==> config.mk <==
export PLATFORM = sky130hd
export DESIGN_NAME = fft_bfly_scheduler
export DESIGN_NICKNAME = d
export VERILOG_FILES = /design/src/rtl/fft_bfly_scheduler_pkg.sv /design/src/rtl/fft_bfly_addr_gen.sv /design/src/rtl/fft_bfly_scheduler.sv
export SDC_FILE = /design/constraint.sdc
export NUM_CORES = 1
export LEC_CHECK = 0
export CAP_MARGIN = 20
export CORE_MARGIN = 8
export CORE_UTILIZATION = 35
export CTS_CLUSTER_SIZE = 20
export DETAILED_ROUTE_END_ITERATION = 16
export HOLD_SLACK_MARGIN = 0.12
export PLACE_DENSITY = 0.69
export SLEW_MARGIN = 20
export SYNTH_ARGS = -nofsm -noshare
export SYNTH_HDL_FRONTEND = slang
export SYNTH_SLANG_ARGS = --single-unit
==> constraint.sdc <==
create_clock -name clk -period 4.7 [get_ports clk]
set_clock_uncertainty 0.2 [all_clocks]
set_input_delay 0.94 -clock clk [delete_from_list [all_inputs] [get_ports clk]]
set_output_delay 0.94 -clock clk [all_outputs]
set_load 0.01 [all_outputs]
==> src/rtl/fft_bfly_scheduler_pkg.sv <==
// rtl/fft_bfly_scheduler_pkg.sv - shared FFT scheduler state encoding, widths and size helpers
package fft_bfly_scheduler_pkg;

   localparam int FFT_MAX_N   = 32;
   localparam int FFT_ADDR_W  = $clog2(FFT_MAX_N);
   localparam int FFT_STAGE_W = 3;

   typedef enum logic [1:0] {
      ST_IDLE  = 2'd0,
      ST_RUN   = 2'd1,
      ST_DRAIN = 2'd2,
      ST_DONE  = 2'd3
   } fft_state_e;

   // Legal sizes are powers of two from 2 up to the configured maximum.
   function automatic logic fft_n_legal(input int unsigned n, input int unsigned max_n);
      return (n >= 32'd2) && (n <= max_n) && ((n & (n - 32'd1)) == 32'd0);
   endfunction

   function automatic logic [FFT_STAGE_W-1:0] fft_log2(input int unsigned n);
      logic [FFT_STAGE_W-1:0] l;
      l = '0;
      for (int b = 1; b < 6; b++) begin
         if (n == (32'd1 << b)) l = FFT_STAGE_W'(b);
      end
      return l;
   endfunction

endpackage

==> src/rtl/fft_bfly_addr_gen.sv <==
// rtl/fft_bfly_addr_gen.sv - maps (stage, butterfly index, log2N) to in-place addresses and twiddle index
module fft_bfly_addr_gen
   import fft_bfly_scheduler_pkg::*;
#(
   parameter int ADDR_WIDTH = FFT_ADDR_W
) (
   input  logic [FFT_STAGE_W-1:0] stage_i,
   input  logic [ADDR_WIDTH-1:0]  bfly_i,
   input  logic [FFT_STAGE_W-1:0] log2n_i,
   output logic [ADDR_WIDTH-1:0]  addr_a_o,
   output logic [ADDR_WIDTH-1:0]  addr_b_o,
   output logic [ADDR_WIDTH-1:0]  tw_k_o
);

   logic [ADDR_WIDTH-1:0] span;
   logic [ADDR_WIDTH-1:0] j;

   assign span = ADDR_WIDTH'(1) << stage_i;
   assign j    = bfly_i & (span - ADDR_WIDTH'(1));

   // Group index is spread over pairs of 2*span; j selects the position inside a group.
   assign addr_a_o = ((bfly_i >> stage_i) << (stage_i + FFT_STAGE_W'(1))) | j;
   assign addr_b_o = addr_a_o + span;
   assign tw_k_o   = j << (log2n_i - stage_i - FFT_STAGE_W'(1));

endmodule

==> src/rtl/fft_bfly_scheduler.sv <==
// rtl/fft_bfly_scheduler.sv - radix-2 DIT FFT butterfly sequencer with inter-stage pipeline drain
module fft_bfly_scheduler
   import fft_bfly_scheduler_pkg::*;
#(
   parameter int MAX_N      = FFT_MAX_N,
   parameter int ADDR_WIDTH = $clog2(MAX_N),
   parameter int PIPE_DEPTH = 3
) (
   input  logic                   clk,
   input  logic                   rst,
   input  logic                   start,
   input  logic [ADDR_WIDTH:0]    n_points,
   output logic                   busy,
   output logic                   done,
   output logic                   cfg_err,
   output logic                   bfly_valid,
   input  logic                   bfly_ready,
   output logic [ADDR_WIDTH-1:0]  addr_a,
   output logic [ADDR_WIDTH-1:0]  addr_b,
   output logic [ADDR_WIDTH-1:0]  tw_k,
   output logic [ADDR_WIDTH:0]    tw_n,
   output logic [FFT_STAGE_W-1:0] stage,
   output logic                   last_bfly
);

   localparam int DW = (PIPE_DEPTH > 1) ? $clog2(PIPE_DEPTH) : 1;
   localparam logic [DW-1:0] DRAIN_LAST = DW'((PIPE_DEPTH > 0) ? PIPE_DEPTH - 1 : 0);

   fft_state_e             state_q, state_d;
   logic [FFT_STAGE_W-1:0] stage_q, stage_d;
   logic [FFT_STAGE_W-1:0] l_q, l_d;
   logic [ADDR_WIDTH-1:0]  i_q, i_d;
   logic [ADDR_WIDTH-1:0]  last_i_q, last_i_d;
   logic [ADDR_WIDTH:0]    n_q, n_d;
   logic [DW-1:0]          drain_q, drain_d;

   logic busy_q, busy_d;
   logic done_q, done_d;
   logic cfg_err_q, cfg_err_d;
   logic valid_q, valid_d;
   logic last_q, last_d;
   logic [ADDR_WIDTH-1:0] addr_a_q, addr_b_q, tw_k_q;
   logic [ADDR_WIDTH-1:0] gen_a, gen_b, gen_k;

   logic n_ok;
   logic stage_end;
   logic final_stage;
   logic adv;

   assign n_ok        = fft_n_legal(32'(n_points), 32'(MAX_N));
   assign stage_end   = (i_q == last_i_q);
   assign final_stage = (stage_q == (l_q - FFT_STAGE_W'(1)));

   always_ff @(posedge clk) begin
      if (rst) begin
         state_q  <= ST_IDLE;
         stage_q  <= '0;
         l_q      <= '0;
         i_q      <= '0;
         last_i_q <= '0;
         n_q      <= '0;
         drain_q  <= '0;
      end else begin
         state_q  <= state_d;
         stage_q  <= stage_d;
         l_q      <= l_d;
         i_q      <= i_d;
         last_i_q <= last_i_d;
         n_q      <= n_d;
         drain_q  <= drain_d;
      end
   end

   always_comb begin
      state_d  = state_q;
      stage_d  = stage_q;
      l_d      = l_q;
      i_d      = i_q;
      last_i_d = last_i_q;
      n_d      = n_q;
      drain_d  = drain_q;
      adv      = 1'b0;
      case (state_q)
         ST_IDLE: begin
            if (start && n_ok) begin
               state_d  = ST_RUN;
               n_d      = n_points;
               l_d      = fft_log2(32'(n_points));
               last_i_d = ADDR_WIDTH'(n_points >> 1) - ADDR_WIDTH'(1);
               stage_d  = '0;
               i_d      = '0;
            end
         end
         ST_RUN: begin
            if (bfly_ready) begin
               if (!stage_end) begin
                  i_d = i_q + ADDR_WIDTH'(1);
               end else if (PIPE_DEPTH > 0) begin
                  state_d = ST_DRAIN;
                  drain_d = '0;
               end else begin
                  adv = 1'b1;
               end
            end
         end
         ST_DRAIN: begin
            if (drain_q == DRAIN_LAST) adv = 1'b1;
            else                       drain_d = drain_q + DW'(1);
         end
         ST_DONE: state_d = ST_IDLE;
         default: state_d = ST_IDLE;
      endcase
      // A finished stage either opens the next one or ends the transform.
      if (adv) begin
         if (final_stage) begin
            state_d = ST_DONE;
         end else begin
            state_d = ST_RUN;
            stage_d = stage_q + FFT_STAGE_W'(1);
            i_d     = '0;
         end
      end
   end

   fft_bfly_addr_gen #(
      .ADDR_WIDTH(ADDR_WIDTH)
   ) u_addr_gen (
      .stage_i (stage_d),
      .bfly_i  (i_d),
      .log2n_i (l_d),
      .addr_a_o(gen_a),
      .addr_b_o(gen_b),
      .tw_k_o  (gen_k)
   );

   // Outputs are computed from the next state so the registers line up with stage_q.
   always_comb begin
      busy_d    = (state_d == ST_RUN) || (state_d == ST_DRAIN);
      done_d    = (state_d == ST_DONE);
      valid_d   = (state_d == ST_RUN);
      last_d    = valid_d && (stage_d == (l_d - FFT_STAGE_W'(1))) && (i_d == last_i_d);
      cfg_err_d = (state_q == ST_IDLE) && start && !n_ok;
   end

   always_ff @(posedge clk) begin
      if (rst) begin
         busy_q    <= 1'b0;
         done_q    <= 1'b0;
         cfg_err_q <= 1'b0;
         valid_q   <= 1'b0;
         last_q    <= 1'b0;
         addr_a_q  <= '0;
         addr_b_q  <= '0;
         tw_k_q    <= '0;
      end else begin
         busy_q    <= busy_d;
         done_q    <= done_d;
         cfg_err_q <= cfg_err_d;
         valid_q   <= valid_d;
         last_q    <= last_d;
         addr_a_q  <= gen_a;
         addr_b_q  <= gen_b;
         tw_k_q    <= gen_k;
      end
   end

   assign busy       = busy_q;
   assign done       = done_q;
   assign cfg_err    = cfg_err_q;
   assign bfly_valid = valid_q;
   assign last_bfly  = last_q;
   assign addr_a     = addr_a_q;
   assign addr_b     = addr_b_q;
   assign tw_k       = tw_k_q;
   assign tw_n       = n_q;
   assign stage      = stage_q;

endmodule

==> Yosys cells after proc, flatten, opt, wreduce, memory -nomap -nowiden <==
Index checks and enable logic that the tools add are counted.
W data, S select, Z words.
{ "classes": {"n_shift": 4, "reduce_logical": 14, "n_addsub": 12, "muxes": 31, "div_mod_pow": 0, "n_bitwise": 3, "magnitude_cmp": 2, "eq_ne": 19, "n_mul": 0} }
{ "ops": {"columns": ["cell", "count"], "rows": [
  ["$mux W5", 7],
  ["$and A6 B32 Y32", 1],
  ["$logic_not A32 Y1", 1],
  ["$mux W3", 10],
  ["$mux W2", 8],
  ["$eq A2 B2 Y1 const B", 5],
  ["$eq A5 B5 Y1", 2],
  ["$pmux W5 S2", 1],
  ["$shl A5 B3 Y5", 2],
  ["$sub A5 B1 Y5 const B", 2],
  ["$sub A3 B1 Y3 const B", 3],
  ["$logic_and A1 B1 Y1", 7],
  ["$sub A6 B1 Y7 const B", 1],
  ["$add A3 B1 Y3 const B", 2],
  ["$eq A3 B3 Y1", 2],
  ["$eq A6 B2 Y1 const B", 1],
  ["$eq A6 B3 Y1 const B", 1],
  ["$eq A6 B4 Y1 const B", 1],
  ["$eq A6 B5 Y1 const B", 1],
  ["$eq A6 B6 Y1 const B", 1],
  ["$ge A6 B2 Y1 const B", 1],
  ["$le A6 B6 Y1 const B", 1],
  ["$ne A2 B2 Y1 const B", 3],
  ["$pmux W2 S3", 1],
  ["17 further kinds", 20]
]} }
{ "word_totals": {"elab_cells": 100, "register_bits": 46, "memories": 0, "ramBits": 0, "in_bits": 10, "latch_bits": 0, "mem_bits_ro": 0} }

==> Depth between registers and ports, before layout <==
Gate-level depths: netlist of the first run.
{ "depth": {"ltp_word": 14, "depth_mapped": 22} }

==> Modules after synthesis <==
A second synthesis of the first run with hierarchy kept.
{ "hier_totals": {"cells_unflattened": 357, "hier_area_um2": 3057.9} }
{ "modules_own_cells": {"columns": ["mod", "n_inst", "cells_each", "area_per_inst_um2", "seq_area_each_um2"], "rows": [
  ["fft_bfly_scheduler", 1, 250, 2263.4, 920.9],
  ["fft_bfly_addr_gen", 1, 107, 794.5, 0.0]
]} }

==> Least setup slack after synthesis of the first run <==
No wires, ideal clock.
{ "synth_timing": {"kind": "input to register", "startpoint": "input n_points[1]", "endpoint": "register addr_b_q[4], in the netlist addr_b[4]", "required_ns": 4.441, "n_path_buf": 1, "slack_ns": -0.321, "arrival_ns": 4.762, "setup_time_ns": 0.059, "cell_stages": 21, "path_cell_list": "buf_4 > inv_2 > ha_1 > inv_1 > a211oi_1 > o32ai_4 > o21ai_1 > o21ai_1 > inv_2 > ha_1 > and2_1 > inv_1 > ha_1 > or2_1 > and2_1 > fa_1 > nor2b_1 > o21ai_0 > nor2b_1 > or4_1 > nand2_1"} }
{ "synth_between": {"elab_chain_cells": 14} }
{ "synth_rtl": {"columns": ["item", "line_no", "rtl"], "rows": [
  ["from (decl)", "fft_bfly_scheduler.sv:12", "input logic [ADDR_WIDTH:0] n_points,"],
  ["$sub A6 B1 Y7", "fft_bfly_scheduler_pkg.sv:17", "return (n >= 32'd2) && (n <= max_n) && ((n & (n - 32'd1)) == 32'd0);"],
  ["$and A6 B32 Y32", "fft_bfly_scheduler_pkg.sv:17", null],
  ["$logic_not A32 Y1", "fft_bfly_scheduler_pkg.sv:17", null],
  ["$logic_and A1 B1 Y1 *", "fft_bfly_scheduler_pkg.sv:17", null],
  ["$logic_and A1 B1 Y1 *", "fft_bfly_scheduler.sv:85", "if (start && n_ok) begin"],
  ["$mux W3 *", "fft_bfly_scheduler.sv:85", null],
  ["$mux W3 *", "fft_bfly_scheduler.sv:83", "case (state_q)"],
  ["$mux W3", "fft_bfly_scheduler.sv:115", "if (final_stage) begin"],
  ["$mux W3 *", "fft_bfly_scheduler.sv:114", "if (adv) begin"],
  ["named net stage_d[1]", "fft_bfly_scheduler.sv:30", "logic [FFT_STAGE_W-1:0] stage_q, stage_d;"],
  ["$shl A1 B3 Y5", "fft_bfly_addr_gen.sv:18", "assign span = ADDR_WIDTH'(1) << stage_i;"],
  ["$sub A5 B1 Y5", "fft_bfly_addr_gen.sv:19", "assign j = bfly_i & (span - ADDR_WIDTH'(1));"],
  ["$and A5 B5 Y5", "fft_bfly_addr_gen.sv:19", null],
  ["$or A5 B5 Y5", "fft_bfly_addr_gen.sv:22", "assign addr_a_o = ((bfly_i >> stage_i) << (stage_i + FFT_STAGE_W'(1))) | j;"],
  ["$add A5 B5 Y5 *", "fft_bfly_addr_gen.sv:23", "assign addr_b_o = addr_a_o + span;"],
  ["to (signal assigned)", "fft_bfly_scheduler.sv:162", "addr_b_q <= gen_b;"],
  ["to (decl)", "fft_bfly_scheduler.sv:42", "logic [ADDR_WIDTH-1:0] addr_a_q, addr_b_q, tw_k_q;"]
]} }
The timed path passes the listed nets; every way through them passes the cells marked *.
A chain may end at the register's enable or synchronous reset.

==> Worst setup path in the final report of the first run <==
{ "layout_timing": {"startpoint": "input bfly_ready", "endpoint": "register addr_b_q[4], in the netlist addr_b[4]"} }
{ "layout_between": {"elab_chain_cells": 8} }
{ "layout_rtl": {"columns": ["item", "line_no", "rtl"], "rows": [
  ["from (decl)", "fft_bfly_scheduler.sv:17", "input logic bfly_ready,"],
  ["$mux W5 *", "fft_bfly_scheduler.sv:95", "if (bfly_ready) begin"],
  ["$pmux W5 S2 *", "fft_bfly_scheduler.sv:83", null],
  ["$mux W5", "fft_bfly_scheduler.sv:115", null],
  ["$mux W5 *", "fft_bfly_scheduler.sv:114", null],
  ["$shr A5 B3 Y5", "fft_bfly_addr_gen.sv:22", null],
  ["$shl A5 B3 Y5", "fft_bfly_addr_gen.sv:22", null],
  ["$or A5 B5 Y5 *", "fft_bfly_addr_gen.sv:22", null],
  ["$add A5 B5 Y5 *", "fft_bfly_addr_gen.sv:23", null]
]} }
Every way passes the cells marked *; elsewhere a longest branch is shown, timed or not.

==> metrics.md, run 1 <==
| Metric | Value |
|---|---|
| Outcome | `finished, final reports clean` |
| # rows | `34` |
| Final setup vio count | `0` |
| Antenna Nets Post-Route | `0` |
| Clk Latency, worst-skew pair | `0.30 ns` |
| Cell Count, Final, Fillers Out | `~610` |
| Period utilization | `0.974` |
| Buffers & Inverters on Critical Path | `3` |
| Yosys warns | `0` |
| Placed insts | `584` |
| Max_slew headroom | `0.323` |
| CP arrival | `approximately 4.6 ns` |
| First-pass GRT wire length | `15.4 mm` |
| Synth Flop Type | `dfxtp_1` |
| Overall Global Routing Usage | `0.149` |
| Die Span Y | `110 µm` |
| Core area | `8680 µm²` |
| Sequential fraction of the synthesis area | `0.295` |
| Hold Fails Final Rpt | `0` |
| CP Cell Sequence | `clkdlybuf4s50_1 > nand3b_1 > buf_4 > a2111oi_4 > a2111oi_4 > buf_4 > a311oi_4 > nor2_4 > a211oi_2 > o21ai_1 > and2_4 > fa_2 > nor2b_2 > o21ai_0 > nor2b_1 > or4_1 > nand2_1` |
| WL/cell | `between 15 and 20 µm` |
| CP max-delay cell | `or4_1` |
| Critical setup path kind | `primary input to flip-flop` |
| Io pins | `39` |
| F_max | `0.218 GHz` |
| N_diodes | `0` |
| CP Launch Type | `primary input` |
| Synthesized area per cell | `8.29 µm²` |
| Largest net degree at the start of global routing | `26` |
| Fin nets | `around 530` |
| Commonest cells after routing, fill and taps aside | `buf_4, nor2_1, dfxtp_1` |
| Post-synth cell types | `72` |
| Buffers on Ports | `38` |
| Commonest non-fill, non-tap cell in the layout | `buf_4` |
| Post-Synthesis Cells | `around 380` |
| Yosys reg bits | `46` |
| Global placement routability congestion | `roughly 1` |
| GR Overflow Total | `0` |
| Synthesized cell area | `3120 µm²` |
| Fin area | `4580 µm²` |
| Initial antenna violation count | `0` |
| Remaining DRCs | `0` |
| Pwr per Cell Area | `189 nW/µm²` |
| Critical Path RT | `4.75 ns` |
| Area post-placement | `4220 µm²` |
| Cts bufs inserted | `5` |
| Via Count | `~3200` |
| Number of flops mapped to enable cells by yosys | `0` |
| Initial DRC count | `221` |
| Largest stage delay on the critical path | `0.49 ns` |
| Vias in the first global route | `3102` |
| Final min period | `4.58 ns` |
| Number of vias per cell | `5.26` |
| CTS tree | `yes` |
| Area growth syn-to-layout | `46.7%` |
| Die ar. | `12200 µm²` |
| Post-Route WL | `9.76 mm` |
| Root Buffer | `clkbuf_8` |
| Pleak | `1.89 nW` |
| Critical Path Fanout Max | `3` |
| Htree depth | `2` |
| Worst VDD drop | `0.114 mV` |
| Worst-Margin Slew | `1.01 ns` |
| Syn_nets | `409` |
| Critical path endpoint category | `flip-flop` |
| Clock Sinks | `46` |
| Worst-path clk slew | `0.10 ns` |
| DRT Pass-1 Iters | `4` |
| HPWL Detailed | `7.41 mm` |
| Max-cap violations | `0` |
| Crit-path leading delay family | `compound AO/OA/AOI/OAI gates` |
| Clk buf depth | `2` |
| Share of cells above drive strength 1 | `0.324` |
| Hold_ws | `0.260 ns` |
| Async S/R FF share, synth | `0` |
| Layout fillers | `805` |
| Worst Hold Class | `flip-flop to flip-flop` |
| DIE WIDTH | `110 µm` |
| Initial core utilization | `0.360` |
| Pins over their slew limit | `0` |
==> Yosys cell counts, drive strengths merged, types with 5 or more instances <==
| cell | number | area (µm²) |
|---|---|---|
| a21oi | 29 | 160 |
| and2 | 5 | 31.3 |
| buf | 10 | 60.1 |
| clkbuf | 10 | 38.8 |
| dfxtp | 46 | 921 |
| ha | 20 | 250 |
| inv | 22 | 82.6 |
| nand2 | 28 | 105 |
| nand3 | 7 | 35.0 |
| nor2 | 49 | 194 |
| nor2b | 8 | 50.1 |
| nor3 | 13 | 65.1 |
| nor4 | 8 | 86.3 |
| o211ai | 5 | 42.5 |
| o21ai | 16 | 80.1 |
| or2 | 6 | 37.5 |
| or3 | 7 | 43.8 |
| xnor2 | 13 | 121 |
| xor2 | 11 | 104 |
==> stage by stage <==
step / setup WS, ns / utilization / setup TNS [ns] / power, mW
floorplan: 0.000315 / - / 0 / 0.460
global placement: -0.441 / 0.487 / -0.644 / 0.500
detailed placement: -0.640 / 0.487 / -1.09 / 0.500
CTS: 0.00750 / 0.508 / 0 / 0.871
global route: -0.0270 / 0.528 / -0.0270 / 0.898
finish: 0.120 / 0.528 / 0 / 0.867
==> where the power goes <==
part	switching, mW	internal [mW]
Clock	0.142	0.227
Combinational	0.0547	0.0479
Sequential	0.00248	0.393
==> routing by layer <==
| metal | share of wire | wire length [µm] | up-vias | track usage |
|---|---|---|---|---|
| met5 | 0 | 0 | - | 0 |
| met4 | 0.021 | 206 | 0 | 0.0541 |
| met3 | 0.049 | 477 | 14 | 0.0233 |
| met2 | 0.47 | 4570 | 82 | 0.241 |
| met1 | 0.46 | 4520 | 1508 | 0.195 |
| li1 | - | - | 1579 | - |
==> registers in the layout, indices dropped and copies added (netlist names) <==
signal / count
l_q: 3
last_bfly: 1
state_q: 2
addr_a: 5
stage: 3
cfg_err: 1
last_i_q: 5
addr_b: 5
tw_n: 6
bfly_valid: 1
tw_k: 5
drain_q: 2
busy: 1
done: 1
i_q: 5
==> cell type report <==
type                            count  area, µm²  share of cell area
Clock buffer                        6       82.6              0.0180
Clock inverter                      2       60.1              0.0131
Timing Repair Buffer              132       1090               0.237
Tap cell                          108        135              0.0295
Sequential cell                    46        921               0.201
Inverter                           22       87.6              0.0191
Multi-Input combinational cell    289       2210               0.483
==> worst min-delay path, stage by stage, from the launching register on <==
cell and delay [ns]:
dfxtp_1 0.32, nand2_1 0.05, a21oi_1 0.05
==> final timing paths <==
path | start | endpoint | slack [ns] | cells after the start
worst min register to register | tw_n[0]$_SDFFE_PP0P_ | tw_n[0]$_SDFFE_PP0P_ | 0.26 | 2
worst max register to register | i_q[3]$_SDFF_PP0_ | addr_b[4]$_SDFF_PP0_ | 0.39 | 15
worst min-delay path | tw_n[0]$_SDFFE_PP0P_ | tw_n[0]$_SDFFE_PP0P_ | 0.26 | 2
worst max-delay path | bfly_ready | addr_b[4]$_SDFF_PP0_ | 0.12 | 17
==> logic make-up (layout without fill, tap and decap cells) <==
kind of cell | Yosys count | after routing | synth area share
AOI/OAI and AO/OA | 89 | 89 | 0.216
xor gates and xnor gates | 24 | 24 | 0.0721
and+or+nand+nor | 150 | 150 | 0.253
muxes | 4 | 4 | 0.0132
buffers and inverters | 42 | 162 | 0.0581
adders and majority gates | 22 | 22 | 0.0929
DFF | 46 | 46 | 0.295
==> timing repair <==
item | in CTS | in global routing
hold buffers | 0 | 0
buffers inserted | 3 | 10
pin swaps | 4 | 19
setup endpoints to repair | 1 | 1
gates resized for setup | 10 | 28
(Power assumes the default switching activity.)
==> inputs of run 2 (changes only) <==
--- a/config.mk
+++ b/config.mk
@@ -5,6 +5,7 @@
 export SDC_FILE = /design/constraint.sdc
 export NUM_CORES = 1
 export LEC_CHECK = 0
+export ABC_CLOCK_PERIOD_IN_PS = 4700
 export CAP_MARGIN = 20
 export CORE_MARGIN = 8
 export CORE_UTILIZATION = 35
@@ -12,6 +13,7 @@
 export DETAILED_ROUTE_END_ITERATION = 16
 export HOLD_SLACK_MARGIN = 0.12
 export PLACE_DENSITY = 0.69
+export SKIP_CTS_REPAIR_TIMING = 1
 export SLEW_MARGIN = 20
 export SYNTH_ARGS = -nofsm -noshare
 export SYNTH_HDL_FRONTEND = slang
==> run 2 against run 1 <==
Fmax grew 0.84%; global-route usage shrank 0.056 points; total power grew 0.26%; first-iteration DRC count shrank 19%; clock power grew 1%; critical path type unchanged.
==> metrics.md, run 2 (synthesized netlist as in run 1, its figures left out) <==
| Metric | Value |
|---|---|
| Clk Latency, worst-skew pair | `just over 0.3 ns` |
| Max_slew headroom | `0.351` |
| HPWL Detailed | `7.41 mm` |
| GR Overflow Total | `0` |
| Initial antenna violation count | `0` |
| F_max | `between 0.2 and 0.25 GHz` |
| Hold Fails Final Rpt | `0` |
| Largest net degree at the start of global routing | `26` |
| Htree depth | `2` |
| Post-Route WL | `9.47 mm` |
| Gate power share | `0.117` |
| Setup TNS | `0 ns` |
| CP arrival | `4.60 ns` |
| Fin nets | `~520` |
| Critical setup path kind | `primary input to flip-flop` |
| Via Count | `3129` |
| DRT Pass-1 Iters | `4` |
| Worst Reg-to-Reg Cells | `18` |
| CP Cell Sequence | `clkdlybuf4s50_1 > nand3b_1 > a2111oi_4 > a2111oi_4 > buf_4 > a311oi_2 > nor2_4 > nor3_2 > nand2_2 > nand2_1 > ha_2 > inv_1 > fa_2 > nor2b_2 > o21ai_0 > nor2b_1 > or4_1 > nand2_1` |
| Area growth syn-to-layout | `44.9%` |
| Number of vias per cell | `5.22` |
| WL/cell | `15.8 µm` |
| Critical R2R Launch | `i_q[3]$_SDFF_PP0_` |
| Net Switching | `0.201 mW` |
| Period utilization | `0.966` |
| Pleak | `between 1.5 and 2 nW` |
| Hold Path End | `tw_n[0]$_SDFFE_PP0P_` |
| Share of cells above drive strength 1 | `0.311` |
| Worst-Margin Slew | `0.970 ns` |
| Worst VDD drop | `0.112 mV` |
| Vias in the first global route | `around 3100` |
| Core area | `8680 µm²` |
| Worst Hold Class | `flip-flop to flip-flop` |
| Die Span Y | `110 µm` |
| Initial DRC count | `178` |
| Pwr per Cell Area | `between 150 and 200 nW/µm²` |
| Power share of the sequential group | `0.455` |
| R2R Setup Slk | `approximately 0.46 ns` |
| Largest stage delay on the critical path | `roughly 0.50 ns` |
| Commonest cells after routing, fill and taps aside | `buf_4, nor2_1, dfxtp_1` |
| Clk buf depth | `2` |
| Remaining DRCs | `0` |
| Critical path endpoint category | `flip-flop` |
| CTS tree | `yes` |
| Global placement routability congestion | `roughly 1` |
| Hold path depth | `2` |
| Int Pwr | `0.669 mW` |
| Crit-path leading delay family | `simple AND/OR/NAND/NOR gates` |
| DIE WIDTH | `110 µm` |
| FF-to-FF End | `addr_b[4]$_SDFF_PP0_` |
| Pins over their slew limit | `0` |
| Max FFs per register | `6` |
| Worst-path clk slew | `roughly 0.1 ns` |
| CP Launch Type | `primary input` |
| Io pins | `39` |
| Cts bufs inserted | `5` |
| Crit path from | `bfly_ready` |
| Buffers on Ports | `38` |
| Final min period | `4.54 ns` |
| Root Buffer | `clkbuf_8` |
| Clock Sinks | `46` |
| Worst setup margin | `0.158 ns` |
| Clock power frac | `0.428` |
| Critical Path RT | `4.76 ns` |
| Initial core utilization | `0.360` |
| Switching part of the total | `0.231` |
| Final setup vio count | `0` |
| # rows | `34` |
| CP max-delay cell | `a2111oi_4` |
| Buffers & Inverters on Critical Path | `3` |
| Critical Path Fanout Max | `3` |
| First-pass GRT wire length | `15.4 mm` |
| Max-cap violations | `0` |
| Outcome | `finished, final reports clean` |
| N_diodes | `0` |
| Hold path start | `tw_n[0]$_SDFFE_PP0P_` |
| Commonest non-fill, non-tap cell in the layout | `buf_4` |
| Antenna Nets Post-Route | `0` |
| Pre-CTS setup slack | `-0.640 ns` |
| Overall Global Routing Usage | `0.149` |
| Die ar. | `12200 µm²` |
-- run 2: changes by cell type in the layout (fill, tap and decap cells not counted), moves of 2 or more --
cell,change
buf_4,-2
buf_6,-4
clkbuf_2,-2
dlymetal6s2s_1,+2
-- run 2: cell type report --
type / count / area, µm²
Timing Repair Buffer: 127 / 1060
Clock buffer: 6 / 82.6
Multi-Input combinational cell: 289 / 2180
Clock inverter: 2 / 60.1
Sequential cell: 46 / 921
Tap cell: 108 / 135
Inverter: 22 / 87.6
Fill cell: 810 / 4150
-- run 2: worst reg2reg max path: stages (launching register included) --
cell	delay, ns
dfxtp_1	0.48
xor2_1	0.15
nor4_4	0.55
a31o_2	0.32
a2111oi_4	0.07
buf_4	0.15
a311oi_2	0.40
nor2_4	0.09
nor3_2	0.20
nand2_2	0.08
nand2_1	0.07
ha_2	0.17
inv_1	0.06
fa_2	0.40
nor2b_2	0.13
o21ai_0	0.09
nor2b_1	0.15
or4_1	0.39
nand2_1	0.07
-- run 2: metrics by stage --
stage / utilization / cells / hold WS [ns] / cell area [µm²] / power (mW)
detailed placement: 0.487 / 584 / 0.253 / 4220 / 0.500
global placement: 0.487 / 584 / 0.244 / 4220 / 0.500
CTS: 0.503 / 592 / 0.270 / 4370 / 0.869
global route: 0.522 / 600 / 0.282 / 4530 / 0.898
finish: 0.522 / 600 / 0.260 / 4530 / 0.869
floorplan: - / 377 / 0.244 / 3200 / 0.460
-- run 2: worst max-delay path by stage --
stage                                      end  depth (start not counted)
after global placement    addr_b[4]$_SDFF_PP0_                         19
after global routing      addr_b[4]$_SDFF_PP0_                         23
after floorplan           addr_b[4]$_SDFF_PP0_                         20
after CTS                 addr_b[4]$_SDFF_PP0_                         19
after detailed placement  addr_b[4]$_SDFF_PP0_                         19
final                     addr_b[4]$_SDFF_PP0_                         18
-- run 2: power groups by stage --
| stage | Combinational (mW) | Sequential (mW) | Clock (mW) |
|---|---|---|---|
| 2_1_floorplan | 0.0548 | 0.405 | 0 |
| 3_3_place_gp | 0.0951 | 0.405 | 0 |
| 3_5_place_dp | 0.0953 | 0.405 | 0 |
| 4_1_cts | 0.0957 | 0.396 | 0.378 |
| 5_1_grt | 0.110 | 0.397 | 0.392 |
| 6_report | 0.101 | 0.396 | 0.372 |
-- run 2: layer usage --
layer,up-vias,routed length [µm],track usage
met1,1474,4490,0.194
li1,1569,-,-
met3,13,439,0.0238
met2,73,4340,0.241
met5,-,0,0
met4,0,207,0.0532
